File: src/rtl/axi_llc_sram_arb.sv
// axi_llc_sram_arb: round-robin arbiter in front of one single-ported LLC SRAM macro.
// The winner is held across SRAM stalls. Read data returns ReadLatency cycles after
// the handshake and is steered to the requester that issued the read.
// Optional feature macro: AXI_LLC_SRAM_ARB_PERF_EN adds per-requester saturating stall counters.
module axi_llc_sram_arb #(
    parameter int unsigned NumReq      = 2,
    parameter int unsigned NumWords    = 1024,
    parameter int unsigned DataWidth   = 128,
    parameter int unsigned ByteWidth   = 8,
    parameter int unsigned ReadLatency = 1,
    localparam int unsigned AddrWidth  = (NumWords > 1) ? $clog2(NumWords) : 1,
    localparam int unsigned BeWidth    = (DataWidth + ByteWidth - 1) / ByteWidth,
    localparam int unsigned IdxWidth   = $clog2(NumReq)
) (
    input  logic                          clk_i,
    input  logic                          rst_i,
    input  logic [NumReq-1:0]             req_i,
    input  logic [NumReq-1:0]             we_i,
    input  logic [NumReq*AddrWidth-1:0]   addr_i,
    input  logic [NumReq*DataWidth-1:0]   wdata_i,
    input  logic [NumReq*BeWidth-1:0]     be_i,
    output logic [NumReq-1:0]             gnt_o,
    output logic [NumReq-1:0]             rvalid_o,
    output logic [DataWidth-1:0]          rdata_o,
    output logic                          busy_o,
    output logic                          sram_req_o,
    output logic                          sram_we_o,
    output logic [AddrWidth-1:0]          sram_addr_o,
    output logic [DataWidth-1:0]          sram_wdata_o,
    output logic [BeWidth-1:0]            sram_be_o,
    input  logic                          sram_gnt_i,
    input  logic [DataWidth-1:0]          sram_rdata_i
`ifdef AXI_LLC_SRAM_ARB_PERF_EN
    ,
    output logic [NumReq*32-1:0]          stall_cnt_o
`endif
);

    logic [IdxWidth-1:0] rr_ptr_q;
    logic [IdxWidth-1:0] lock_idx_q;
    logic                lock_q;
    logic [IdxWidth-1:0] winner;
    logic [IdxWidth-1:0] cand_idx;
    int unsigned         cand;
    logic                active;
    logic                handshake;

    logic [ReadLatency-1:0] pipe_vld_q;
    logic [IdxWidth-1:0]    pipe_idx_q [ReadLatency];

    // Winner selection: locked requester, else first requester at or after rr_ptr_q.
    // The scan runs from the farthest offset down so the nearest requester overwrites last.
    always_comb begin
        winner   = rr_ptr_q;
        cand     = 0;
        cand_idx = '0;
        if (lock_q) begin
            winner = lock_idx_q;
        end else begin
            for (int unsigned i = NumReq; i > 0; i--) begin
                cand     = (32'(rr_ptr_q) + i - 1) % NumReq;
                cand_idx = IdxWidth'(cand);
                if (req_i[cand_idx]) winner = cand_idx;
            end
        end
    end

    // Request qualification: a locked requester that withdrew produces no SRAM access.
    always_comb begin
        if (rst_i) begin
            active = 1'b0;
        end else if (lock_q) begin
            active = req_i[lock_idx_q];
        end else begin
            active = |req_i;
        end
        handshake = active & sram_gnt_i;
    end

    // SRAM command mux and one-hot grant.
    always_comb begin
        sram_req_o   = active;
        sram_we_o    = we_i[winner];
        sram_addr_o  = addr_i[winner*AddrWidth +: AddrWidth];
        sram_wdata_o = wdata_i[winner*DataWidth +: DataWidth];
        sram_be_o    = be_i[winner*BeWidth +: BeWidth];
        gnt_o        = '0;
        if (handshake) gnt_o[winner] = 1'b1;
    end

    // Round-robin pointer and stall lock.
    always_ff @(posedge clk_i) begin
        if (rst_i) begin
            rr_ptr_q   <= '0;
            lock_q     <= 1'b0;
            lock_idx_q <= '0;
        end else if (handshake) begin
            lock_q <= 1'b0;
            if (32'(winner) == NumReq - 1) begin
                rr_ptr_q <= '0;
            end else begin
                rr_ptr_q <= winner + 1'b1;
            end
        end else if (active) begin
            lock_q     <= 1'b1;
            lock_idx_q <= winner;
        end else begin
            lock_q <= 1'b0;
        end
    end

    // Read-return valid pipe; cleared by reset so in-flight reads are dropped.
    always_ff @(posedge clk_i) begin
        if (rst_i) begin
            pipe_vld_q <= '0;
        end else begin
            pipe_vld_q[0] <= handshake & ~sram_we_o;
            for (int unsigned i = 1; i < ReadLatency; i++) begin
                pipe_vld_q[i] <= pipe_vld_q[i-1];
            end
        end
    end

    // Read-return requester index pipe, qualified by the valid pipe.
    always_ff @(posedge clk_i) begin
        pipe_idx_q[0] <= winner;
        for (int unsigned i = 1; i < ReadLatency; i++) begin
            pipe_idx_q[i] <= pipe_idx_q[i-1];
        end
    end

    // Response steering and status.
    always_comb begin
        rvalid_o = '0;
        if (pipe_vld_q[ReadLatency-1]) rvalid_o[pipe_idx_q[ReadLatency-1]] = 1'b1;
        rdata_o = sram_rdata_i;
        busy_o  = lock_q | (|pipe_vld_q);
    end

`ifdef AXI_LLC_SRAM_ARB_PERF_EN
    logic [31:0] stall_cnt_q [NumReq];

    // Saturating count of cycles each requester waits without a grant.
    always_ff @(posedge clk_i) begin
        for (int unsigned k = 0; k < NumReq; k++) begin
            if (rst_i) begin
                stall_cnt_q[k] <= '0;
            end else if (req_i[k] && !gnt_o[k] && (stall_cnt_q[k] != '1)) begin
                stall_cnt_q[k] <= stall_cnt_q[k] + 32'd1;
            end
        end
    end

    // Flatten counters onto the output bus.
    always_comb begin
        stall_cnt_o = '0;
        for (int unsigned k = 0; k < NumReq; k++) begin
            stall_cnt_o[k*32 +: 32] = stall_cnt_q[k];
        end
    end
`endif

endmodule

File: config.mk
export PLATFORM = sky130hd
export DESIGN_NAME = axi_llc_sram_arb
export DESIGN_NICKNAME = d
export VERILOG_FILES = /design/src/rtl/axi_llc_sram_arb.sv
export SDC_FILE = /design/constraint.sdc
export NUM_CORES = 1
export LEC_CHECK = 0
export ABC_CLOCK_PERIOD_IN_PS = 2550
export CORE_AREA = 2 2 281 283
export CTS_BUF_LIST = sky130_fd_sc_hd__clkbuf_8
export DETAILED_ROUTE_END_ITERATION = 7
export DIE_AREA = 0 0 283 285
export SKIP_CTS_REPAIR_TIMING = 1
export SLEW_MARGIN = 20
export SYNTH_ARGS = -nofsm -noshare
export SYNTH_HDL_FRONTEND = slang
export SYNTH_SLANG_ARGS = --single-unit
File: constraint.sdc
create_clock -name clk_i -period 2.55 [get_ports clk_i]
set_input_delay 0.6375 -clock clk_i [delete_from_list [all_inputs] [get_ports clk_i]]
set_output_delay 0.6375 -clock clk_i [all_outputs]
set_load 0.01 [all_outputs]
==> implementation parameters <==
Parameter                              Value

Logic synthesis
  Proportion of register bits with asynchronous set or reset after synthesis ... 0
  Instance count of the mapped netlist ... around 330
  Synth cell types ... 26
  Library cell with the largest summed area after synthesis ... sky130_fd_sc_hd__mux2_4
  Mapped Nets ... between 700 and 800
  Cell types with the largest area share after synthesis ... sky130_fd_sc_hd__mux2_4 44%, sky130_fd_sc_hd__buf_4 27%, sky130_fd_sc_hd__mux2_2 16%
  Number of enable flip-flop cells after synthesis ... 0
  Synthesized area divided by synthesized cell count ... 10.6 µm²
  Synth Warn # ... 0
  Mapped cell area ... approximately 3500 µm²
  Register area share after synthesis ... 0.0282
  Synthesis-stage register bit count ... 5
  Flip-flop cell with the highest count after synthesis ... sky130_fd_sc_hd__dfxtp_1
  Area share of the leading cell type in the synthesized netlist ... 0.445

Drt
  Per-cell routed wire length ... roughly 14 µm
  Antenna-violating nets left ... 0
  Total via count in the routed design ... between 4,000 and 5,000
  First DRT Iteration DRCs ... 43
  Wire length reported by the detailed router ... approximately 25 mm
  Number of remaining DRC errors ... 0
  Number of search-and-repair iterations in the first detailed-routing pass ... 4
  Average vias per placed instance ... roughly 2.4

STA
  RSZ-0062 raised after global routing ... yes
  Final period util ... 1.18
  Shortest clock period the worst path allows after layout ... 3010 ps
  Maximum operating frequency ... ~330 MHz
  Final setup violation count ... 144
  Fin. max-slew vios ... 0
  Total negative slack for setup checks ... -40,390 ps
  Number of hold violations in the final report ... 0
  Worst rel slew slack ... 0.755
  Worst Max-Slew Pin Slew ... roughly 360 ps
  Final worst slack ... -463 ps
  Worst Clk Skew ... ~3.5 ps

Cells and area
  Most common cell after layout, fill and taps aside ... sky130_fd_sc_hd__clkdlybuf4s50_1
  Post-Route Utilization ... 0.118
  Commonest cells after routing, fill and taps aside ... 315 x sky130_fd_sc_hd__clkdlybuf4s50_1, 113 x sky130_fd_sc_hd__clkbuf_2, 110 x sky130_fd_sc_hd__mux2_4
  Fraction of final layout cells sized beyond drive strength 1 ... 0.544
  Fin cells ... roughly 1,800
  Layout-stage area growth over the synthesis result ... 161%
  Final instance area ... 9240 µm²
  Nets ... approximately 1,200

Floorplanning
  Starting density of the core ... 0.0455
  Die X-Extent ... around 280 µm
  Boundary Pins ... about 730
  Total die area ... roughly 81,000 µm²
  Placeable Area ... between 70,000 and 80,000 µm²
  Row count ... 103
  Overall die height ... 285 µm

Place
  Total cell area at the placement stage ... 8740 µm²
  Port-buffer cells ... around 480
  Routability-driven placement congestion ratio ... approximately 1
  Sum of net half-perimeters after detailed placement ... around 21 mm
  Number of placed instances with taps included ... 1,741

Global routing
  Sum of overflow across all layers after global routing ... 0
  Number of global-route vias before repair ... 4,464
  Pin count of the biggest net entering global routing ... 31
  Initial antenna violation count ... 10
  Global-route wire length before repair ... between 30 and 40 mm
  Overall fraction of global-route tracks in use ... 0.0527

Run
  Max_cap viols ... 0

Critical path
  Arrival time reported for the critical path endpoint ... 2380 ps
  Critical path class ... in2out
  Maximum fanout along the worst path ... 7
  Kind of start point of the critical path ... primary input
  Sort of element at the end of the critical path ... primary output
  Data required time at the worst endpoint ... between 1500 and 2000 ps

Pwr
  Leakage dissipation ... a little under 4 nW
  Power Total ... 2.43 mW
  PwrDens ... 263 nW/µm²
  Max IR drop VDD ... about 130 µV

Clock network
  Maximum clock path buffer count ... 2
  CTS tree ... built
  Source-to-sink clock delay at the later pin of the worst-skew pair ... roughly 230 ps
  Number of sinks driven by the clock tree ... 5
  Cell at the root of the clock tree ... sky130_fd_sc_hd__clkbuf_8
  Register clock-pin slew on the reported worst setup and hold paths ... around 40 ps
  Number of levels the H-tree was split into ... 1
  Total clock buffers created by CTS ... 3

Outcome
  Violated checks ... setup timing
  Run status ... complete, but fails checks

Worst hold path
  Class of the tightest hold or removal check ... reg2reg
## metal layers
| layer | vias to the layer above | routed length (µm) | GRT usage |
|---|---|---|---|
| li1 | 1887 | - | - |
| met5 | - | 184 | 0.0151 |
| met1 | 1900 | 7410 | 0.0416 |
| met2 | 571 | 12000 | 0.0854 |
| met4 | 6 | 694 | 0.0218 |
| met3 | 28 | 5160 | 0.0522 |
## per-stage QoR
step	hold WS [ps]	setup WS [ps]
floorplan	452	182
global placement	543	-962
detailed placement	540	-1030
CTS	549	-1040
global route	554	-496
finish	534	-463
## cell families (layout without fill, tap and decap cells)
logic type	count (synthesis)	after routing	synth area share
compound gates	11	11	0.0265
buf+inv	150	572	0.324
flops	5	5	0.0282
mux	155	155	0.603
other cells	0	6	0
simple gates	13	13	0.0184
## power by group
group          total [mW]  switching [mW]  internal [mW]
Combinational        2.18           0.748           1.44
Clock               0.151          0.0468          0.104
Sequential         0.0933         0.00730         0.0860
## synthesized netlist by cell type (all sizes together) (2+ instances only)
cell    number
a21boi       2
inv          4
nor2b        2
mux2       154
nand2        2
buf        146
nor2         5
dfxtp        5
## flip-flops by register name, indices dropped and copies added, names as in the netlist
register / cells
lock_q: 1
lock_idx_q: 1
pipe_idx_q: 1
rr_ptr_q: 1
pipe_vld_q: 1
## worst paths after layout
path                      endpoint  slack, ps  cells past startpoint     start
setup / recovery  sram_wdata_o[40]       -460                     10  req_i[0]
hold / removal            rr_ptr_q        530                      2  rr_ptr_q
setup reg to reg          rr_ptr_q        620                     10  rr_ptr_q
hold reg to reg           rr_ptr_q        530                      2  rr_ptr_q
## layout make-up
class | count | area (µm²)
Antenna cell | 6 | 15.0
Clock buffer | 3 | 41.3
Clock inverter | 1 | 3.75
Fill cell | 8879 | 68700
Inverter | 4 | 15.0
Multi-Input combinational cell | 179 | 2360
Sequential cell | 5 | 101
Tap cell | 1050 | 1310
Timing Repair Buffer | 564 | 5380
## critical path, stage by stage
cell                       delay (ps)
sky130_fd_sc_hd__buf_6            100
sky130_fd_sc_hd__a21boi_4         130
sky130_fd_sc_hd__o31a_4           310
sky130_fd_sc_hd__buf_12           140
sky130_fd_sc_hd__buf_16           140
sky130_fd_sc_hd__buf_16           160
sky130_fd_sc_hd__buf_8            130
sky130_fd_sc_hd__buf_4            130
sky130_fd_sc_hd__mux2_4           310
sky130_fd_sc_hd__clkbuf_2         140
(Power assumes the default switching activity.)
